$ cat src/rtl/max_unpool_upsampler_if.sv
// Stream bundle for the 2x unpooling block: pooled pixels in, upsampled pixels out.
// slave  : block side (consumes in_*, produces out_* and frame_done).
// master : source/sink side (produces in_*, out_ready; observes the rest).
interface max_unpool_upsampler_if #(
  parameter int data_width = 8
);
  logic [data_width-1:0] in_data;
  logic                  in_valid;
  logic                  in_ready;
  logic [data_width-1:0] out_data;
  logic                  out_valid;
  logic                  out_ready;
  logic                  frame_done;

  modport slave (
    input  in_data, in_valid, out_ready,
    output in_ready, out_data, out_valid, frame_done
  );

  modport master (
    output in_data, in_valid, out_ready,
    input  in_ready, out_data, out_valid, frame_done
  );
endinterface

$ cat src/rtl/max_unpool_upsampler.sv
// 2x nearest-neighbour unpooling: each pooled pixel becomes a 2x2 block, raster order.
// Ports: clk, rst (async active-high), bus = slave side of max_unpool_upsampler_if.
// Latency one cycle input->first copy; out_valid/out_data hold while out_ready is low.
module max_unpool_upsampler #(
  parameter int data_width = 8,
  parameter int in_width   = 14,
  parameter int in_height  = 14
) (
  input  logic                  clk,
  input  logic                  rst,
  max_unpool_upsampler_if.slave bus
);

  localparam int cw = (in_width  > 1) ? $clog2(in_width)  : 1;
  localparam int rw = (in_height > 1) ? $clog2(in_height) : 1;
  localparam logic [cw-1:0] col_last = cw'(in_width - 1);
  localparam logic [rw-1:0] row_last = rw'(in_height - 1);

  localparam logic [0:0] st_fill   = 1'b0;
  localparam logic [0:0] st_replay = 1'b1;

  logic [0:0]            state;
  logic [cw-1:0]         col;
  logic [rw-1:0]         row;
  logic                  dup;
  logic [data_width-1:0] out_data_q;
  logic                  out_valid_q;
  logic                  frame_done_q;

  // Sized to a power of two so the column counter indexes it without a width mismatch.
  logic [data_width-1:0] row_buf [2**cw];

  logic                  in_fire;
  logic                  out_fire;
  logic [cw-1:0]         col_next;
  logic [cw-1:0]         wr_col;
  logic                  in_ready_c;

  assign col_next = col + 1'b1;

  // While a pixel is still being shown, an accepted input belongs to the next column.
  assign wr_col = out_valid_q ? col_next : col;

  // The last column of a FILL row must not take a new pixel: REPLAY follows.
  assign in_ready_c = !rst && (state == st_fill) &&
                      (!out_valid_q || (bus.out_ready && dup && (col != col_last)));

  assign in_fire  = bus.in_valid && in_ready_c;
  assign out_fire = out_valid_q && bus.out_ready;

  assign bus.in_ready   = in_ready_c;
  assign bus.out_data   = out_data_q;
  assign bus.out_valid  = out_valid_q;
  assign bus.frame_done = frame_done_q;

  // Row buffer is never cleared; every entry is written in FILL before REPLAY reads it.
  always_ff @(posedge clk) begin
    if (in_fire) row_buf[wr_col] <= bus.in_data;
  end

  always_ff @(posedge clk or posedge rst) begin
    if (rst) begin
      state        <= st_fill;
      col          <= '0;
      row          <= '0;
      dup          <= 1'b0;
      out_data_q   <= '0;
      out_valid_q  <= 1'b0;
      frame_done_q <= 1'b0;
    end else begin
      frame_done_q <= 1'b0;
      case (state)
        st_fill: begin
          if (out_fire) begin
            if (!dup) begin
              dup <= 1'b1;
            end else begin
              dup <= 1'b0;
              if (!in_fire) out_valid_q <= 1'b0;
              if (col == col_last) begin
                state <= st_replay;
                col   <= '0;
              end else begin
                col <= col_next;
              end
            end
          end
          // A new pixel overrides the drop of out_valid above: no bubble at full rate.
          if (in_fire) begin
            out_data_q  <= bus.in_data;
            out_valid_q <= 1'b1;
            dup         <= 1'b0;
          end
        end
        default: begin
          if (!out_valid_q) begin
            // First cycle of REPLAY: present column 0 from the buffer.
            out_data_q  <= row_buf[col];
            out_valid_q <= 1'b1;
          end else if (out_fire) begin
            if (!dup) begin
              dup <= 1'b1;
            end else begin
              dup <= 1'b0;
              if (col == col_last) begin
                out_valid_q <= 1'b0;
                col         <= '0;
                state       <= st_fill;
                if (row == row_last) begin
                  row          <= '0;
                  frame_done_q <= 1'b1;
                end else begin
                  row <= row + 1'b1;
                end
              end else begin
                col        <= col_next;
                out_data_q <= row_buf[col_next];
              end
            end
          end
        end
      endcase
    end
  end

endmodule

$ cat src/flat_wrapper.sv
// flat-port wrapper written by rule: the top's interface ports become plain ports
module max_unpool_upsampler_flat 
#(
  parameter int data_width = 8,
  parameter int in_width   = 14,
  parameter int in_height  = 14
)
  (clk, rst, bus_in_data, bus_in_valid, bus_out_ready, bus_in_ready, bus_out_data, bus_out_valid, bus_frame_done);
  max_unpool_upsampler_if #(.data_width(data_width)) bus_i ();
  input  logic clk;
  input  logic rst;
  input wire logic [$bits(bus_i.in_data)-1:0] bus_in_data;
  input wire logic [$bits(bus_i.in_valid)-1:0] bus_in_valid;
  input wire logic [$bits(bus_i.out_ready)-1:0] bus_out_ready;
  output wire logic [$bits(bus_i.in_ready)-1:0] bus_in_ready;
  output wire logic [$bits(bus_i.out_data)-1:0] bus_out_data;
  output wire logic [$bits(bus_i.out_valid)-1:0] bus_out_valid;
  output wire logic [$bits(bus_i.frame_done)-1:0] bus_frame_done;
  assign bus_i.in_data = bus_in_data;
  assign bus_i.in_valid = bus_in_valid;
  assign bus_i.out_ready = bus_out_ready;
  assign bus_in_ready = bus_i.in_ready;
  assign bus_out_data = bus_i.out_data;
  assign bus_out_valid = bus_i.out_valid;
  assign bus_frame_done = bus_i.frame_done;
  max_unpool_upsampler #(.data_width(data_width), .in_width(in_width), .in_height(in_height)) u_core (.clk(clk), .rst(rst), .bus(bus_i));
endmodule
$ cat config.mk
export PLATFORM = sky130hd
export DESIGN_NAME = max_unpool_upsampler_flat
export DESIGN_NICKNAME = d
export VERILOG_FILES = /design/src/rtl/max_unpool_upsampler_if.sv /design/src/rtl/max_unpool_upsampler.sv /design/src/flat_wrapper.sv
export SDC_FILE = /design/constraint.sdc
export NUM_CORES = 1
export LEC_CHECK = 0
export ABC_AREA = 1
export BUFFER_PORTS_ARGS = -buffer_cell sky130_fd_sc_hd__buf_2
export CORE_UTILIZATION = 45
export CTS_BUF_LIST = sky130_fd_sc_hd__clkbuf_4
export DETAILED_ROUTE_END_ITERATION = 8
export PLACE_DENSITY = 0.66
export SLEW_MARGIN = 20
export SYNTH_ARGS = -nofsm -noshare
export SYNTH_HDL_FRONTEND = slang
export SYNTH_SLANG_ARGS = --single-unit
$ cat constraint.sdc
create_clock -name clk -period 2.55 [get_ports clk]
set_input_delay 0.255 -clock clk [delete_from_list [all_inputs] [get_ports clk]]
set_output_delay 0.255 -clock clk [all_outputs]
set_load 0.03 [all_outputs]
==> metrics.log <==
INFO  metric finalSetupViolations = 0
INFO  metric power_per_cell_area = ~1100 mW/mm^2
INFO  metric final_util = 50.8%
INFO  metric maxCapViolCount = 0
INFO  metric wire_length_of_the_first_global_routing_pass = between 30,000 and 40,000 um
INFO  metric cts-buffers-inserted = 17
INFO  metric leakage = between 0.004 and 0.005 uW
INFO  metric worst-endpoint-arrival = ~2.5 ns
INFO  metric post_synth.cell_area_avg = just under 8 um^2
INFO  metric dominant_combinational_cell_family_by_area_after_synthesis = simple AND/OR/NAND/NOR gates
INFO  metric dr.pass1.iters = 6
INFO  metric detail_route.wl_per_cell = 16.6 um
INFO  metric critical_path.endpoint_type = flip-flop
INFO  metric clock_sink_count = 148
INFO  metric timing.final.crit_share = approximately nine tenths
INFO  metric die_width = between 100 and 150 um
INFO  metric maxSlewHeadroom = around half
INFO  metric route.detailed.vias_per_inst = slightly above 5
INFO  metric cts_max_path_buffers = 2
INFO  metric status = finished clean
INFO  metric drt-total-wl = 21,200 um
INFO  metric synth.yosys.warnings = 0
INFO  metric report.power.total = 9730 uW
INFO  metric drt_first_iter_violations = 937
INFO  metric synthAdderAreaFrac = less than 1%
INFO  metric finalHoldViolations = 0
INFO  metric layout.cells.most_common_list = sky130_fd_sc_hd__nand2_1 (356), sky130_fd_sc_hd__nand3_1 (205), sky130_fd_sc_hd__inv_1 (167)
INFO  metric buffer_ports.inserted = 22
INFO  metric htreeDepth = 4
INFO  metric tightest_slew = between 0.7 and 0.8 ns
INFO  metric synthDominantAreaCellType = sky130_fd_sc_hd__edfxtp_1
INFO  metric antenna_found_initial = 1
INFO  metric synth-seq-cells = 148
INFO  metric cts_tree = yes
INFO  metric final_max_slew_viol_count = 0
INFO  metric path_clk_slew = between 0.1 and 0.15 ns
INFO  metric core_region_area = 0.0174 mm^2
INFO  metric final_layout_size_suffix_gt1_share = approximately a tenth
INFO  metric post_synth_xor_area_fraction = 0.729%
INFO  metric fillers = about 1.6k
INFO  metric netlist.area_leader.share = about 48%
INFO  metric ir_drop = about 0.63 mV
INFO  metric critical-path-slowest-cell = sky130_fd_sc_hd__dfrtp_4
INFO  metric dp.final_hpwl = around 14,000 um
INFO  metric cts_post_setup_buffers_inserted = 0
INFO  metric global_route.usage.total = between 20% and 30%
INFO  metric ant_nets = 0
INFO  metric effective_utilization_at_floorplan = between 40 and 50%
INFO  metric syn-instance-count = slightly above 1k
INFO  metric post_layout_min_period = between 2 and 2.5 ns
INFO  metric area_growth = 9.65%
INFO  metric critPathMaxFanout = 8
INFO  metric gr_ovfl_total = 0
INFO  metric yosys.cell_types.count = 29
INFO  metric worstHoldPathType = in -> reg
INFO  metric fin_worst_skew = 0.0229 ns
INFO  metric criticalPathCategory = reg -> reg
INFO  metric critical_path.max_stage_delay = 0.54 ns
INFO  metric final_common_cell = sky130_fd_sc_hd__nand2_1
INFO  metric cts-root-buf = sky130_fd_sc_hd__clkbuf_4
INFO  metric pin_count = 23
INFO  metric cp.required = ~2.8 ns
INFO  metric largest_cells_by_area_after_synthesis = sky130_fd_sc_hd__edfxtp_1 (48%), sky130_fd_sc_hd__nand2_1 (17%), sky130_fd_sc_hd__nand3_1 (13%)
INFO  metric synth_seq_area_share = a little over half
INFO  metric synth_compound_area_share = approximately 1.8%
INFO  metric grt_start_max_net_pins = just over 100
INFO  metric startpoint_type = flip-flop
INFO  metric gp_congestion = about 1
INFO  metric worstPathCellList = ha_1 -> nand3_1 -> nand2_1 -> nand2_1 -> nand3_2 -> inv_1 -> nand3_2 -> nor2_4
INFO  metric synth.mux.area_fraction = 0%
INFO  metric worstSkewPairLatency = 0.58 ns
INFO  metric maxClockFrequency = between 400 and 500 MHz
INFO  metric grt_setup_unrepaired = no
INFO  metric synth.cell_area = 0.00807 mm^2
INFO  metric route.vias.total = between 6k and 7k
INFO  metric synth_simple_gate_area_share = between 30% and 40%
INFO  metric route.detailed.drc = 0
INFO  metric synth_fp_nets = roughly 1.0k
INFO  metric final_nets = approximately 1.1k
INFO  metric cts_resized = 0
INFO  metric chipHeight = roughly 140 um
INFO  metric grt_pass1_vias = just over 6k
INFO  metric floorplan.rows = 48
INFO  metric design.die.area = ~0.018 mm^2
INFO  metric holdBufCountCts = 2
[final timing paths]
path | from | to | slack [ns] | cells after the start
max | u_core.col[0] | u_core.row_buf[15][4] | 0.27 | 8
min | bus_out_ready | u_core.dup | 0.09 | 5
max reg2reg | u_core.col[0] | u_core.row_buf[15][4] | 0.27 | 8
min reg2reg | u_core.row[1] | u_core.bus.frame_done | 0.47 | 1
max in group asynchronous | rst | u_core.col[0] | 1.62 | 3
min in group asynchronous | rst | u_core.col[2] | 0.38 | 3
[final cells by class]
type / instances / area [um^2] / share of cell area, %
antenna: 1 / 2.50 / 0.0283
clock buffer: 19 / 143 / 1.61
clock inverter: 13 / 149 / 1.68
inverter: 185 / 696 / 7.87
multi-input combinational: 638 / 2870 / 32.4
sequential: 148 / 4350 / 49.2
tap: 225 / 282 / 3.18
timing repair buffer: 49 / 355 / 4.02
[state kept, by name, indices dropped and copies added (netlist names)]
signal	count
u_core.bus.frame_done	1
u_core.bus.out_data	8
u_core.bus.out_valid	1
u_core.col	4
u_core.dup	1
u_core.row	4
u_core.row_buf	128
u_core.state	1
[routing by layer]
| metal | track usage, % | wire length, um |
|---|---|---|
| met2 | 34.6 | 8930 |
| met4 | 8.77 | 535 |
| met1 | 37.5 | 10100 |
| met5 | 0 | 0 |
| met3 | 5.41 | 1660 |
[per-stage QoR]
step | cells | setup WS, ns | hold WS, ns | area (um^2) | setup TNS [ns]
after global routing | 1278 | 0.126 | 0.0816 | 8840 | 0
after floorplan | 1020 | -0.0377 | 0.219 | 8140 | -2.25
after CTS | 1277 | 0.287 | 0.0656 | 8840 | 0
after global placement | 1243 | 0.357 | 0.446 | 8530 | 0
final | 1278 | 0.268 | 0.0908 | 8840 | 0
after detailed placement | 1243 | 0.298 | 0.446 | 8530 | 0
[critical path, delay by kind of cell (launching register included)]
family / cells / cell delay, ns
flip-flops: 1 / 0.54
adder cells (fa/ha/maj): 1 / 0.22
AND/OR/NAND/NOR: 6 / 1.05
buffers and inverters: 1 / 0.16
[cell usage after synthesis]
library cell	n
sky130_fd_sc_hd__dfrtp_1	20
sky130_fd_sc_hd__nand2_1	356
sky130_fd_sc_hd__xnor2_2	1
sky130_fd_sc_hd__edfxtp_1	128
sky130_fd_sc_hd__ha_1	2
sky130_fd_sc_hd__nand3b_1	1
sky130_fd_sc_hd__buf_4	2
sky130_fd_sc_hd__buf_1	3
sky130_fd_sc_hd__nand3_2	2
sky130_fd_sc_hd__inv_1	167
sky130_fd_sc_hd__o31ai_1	1
sky130_fd_sc_hd__nor2_1	38
sky130_fd_sc_hd__nor2_2	2
sky130_fd_sc_hd__clkbuf_1	15
sky130_fd_sc_hd__nand3_1	207
sky130_fd_sc_hd__o211ai_1	8
sky130_fd_sc_hd__o21ai_0	3
sky130_fd_sc_hd__buf_2	29
sky130_fd_sc_hd__xor2_2	1
sky130_fd_sc_hd__o21ai_1	3
sky130_fd_sc_hd__nand2_2	1
sky130_fd_sc_hd__clkinv_1	8
sky130_fd_sc_hd__a211oi_1	1
sky130_fd_sc_hd__inv_2	10
sky130_fd_sc_hd__o21ai_2	1
sky130_fd_sc_hd__nor4_1	1
sky130_fd_sc_hd__o22ai_1	3
sky130_fd_sc_hd__xor2_1	3
sky130_fd_sc_hd__a21oi_1	3
[logic make-up after synthesis]
family / after synthesis
adders and majority gates: 2
AOI/OAI and AO/OA: 23
DFF: 148
buffers and inverters: 234
xor gates and xnor gates: 5
and+or+nand+nor: 608
[power breakdown]
group          leakage (uW)  switching, uW  internal (uW)
clock              0.000152            917            617
combinational       0.00261           3650           1640
sequential          0.00138            121           2780
total               0.00414           4690           5040
(Power assumes the default switching activity.)
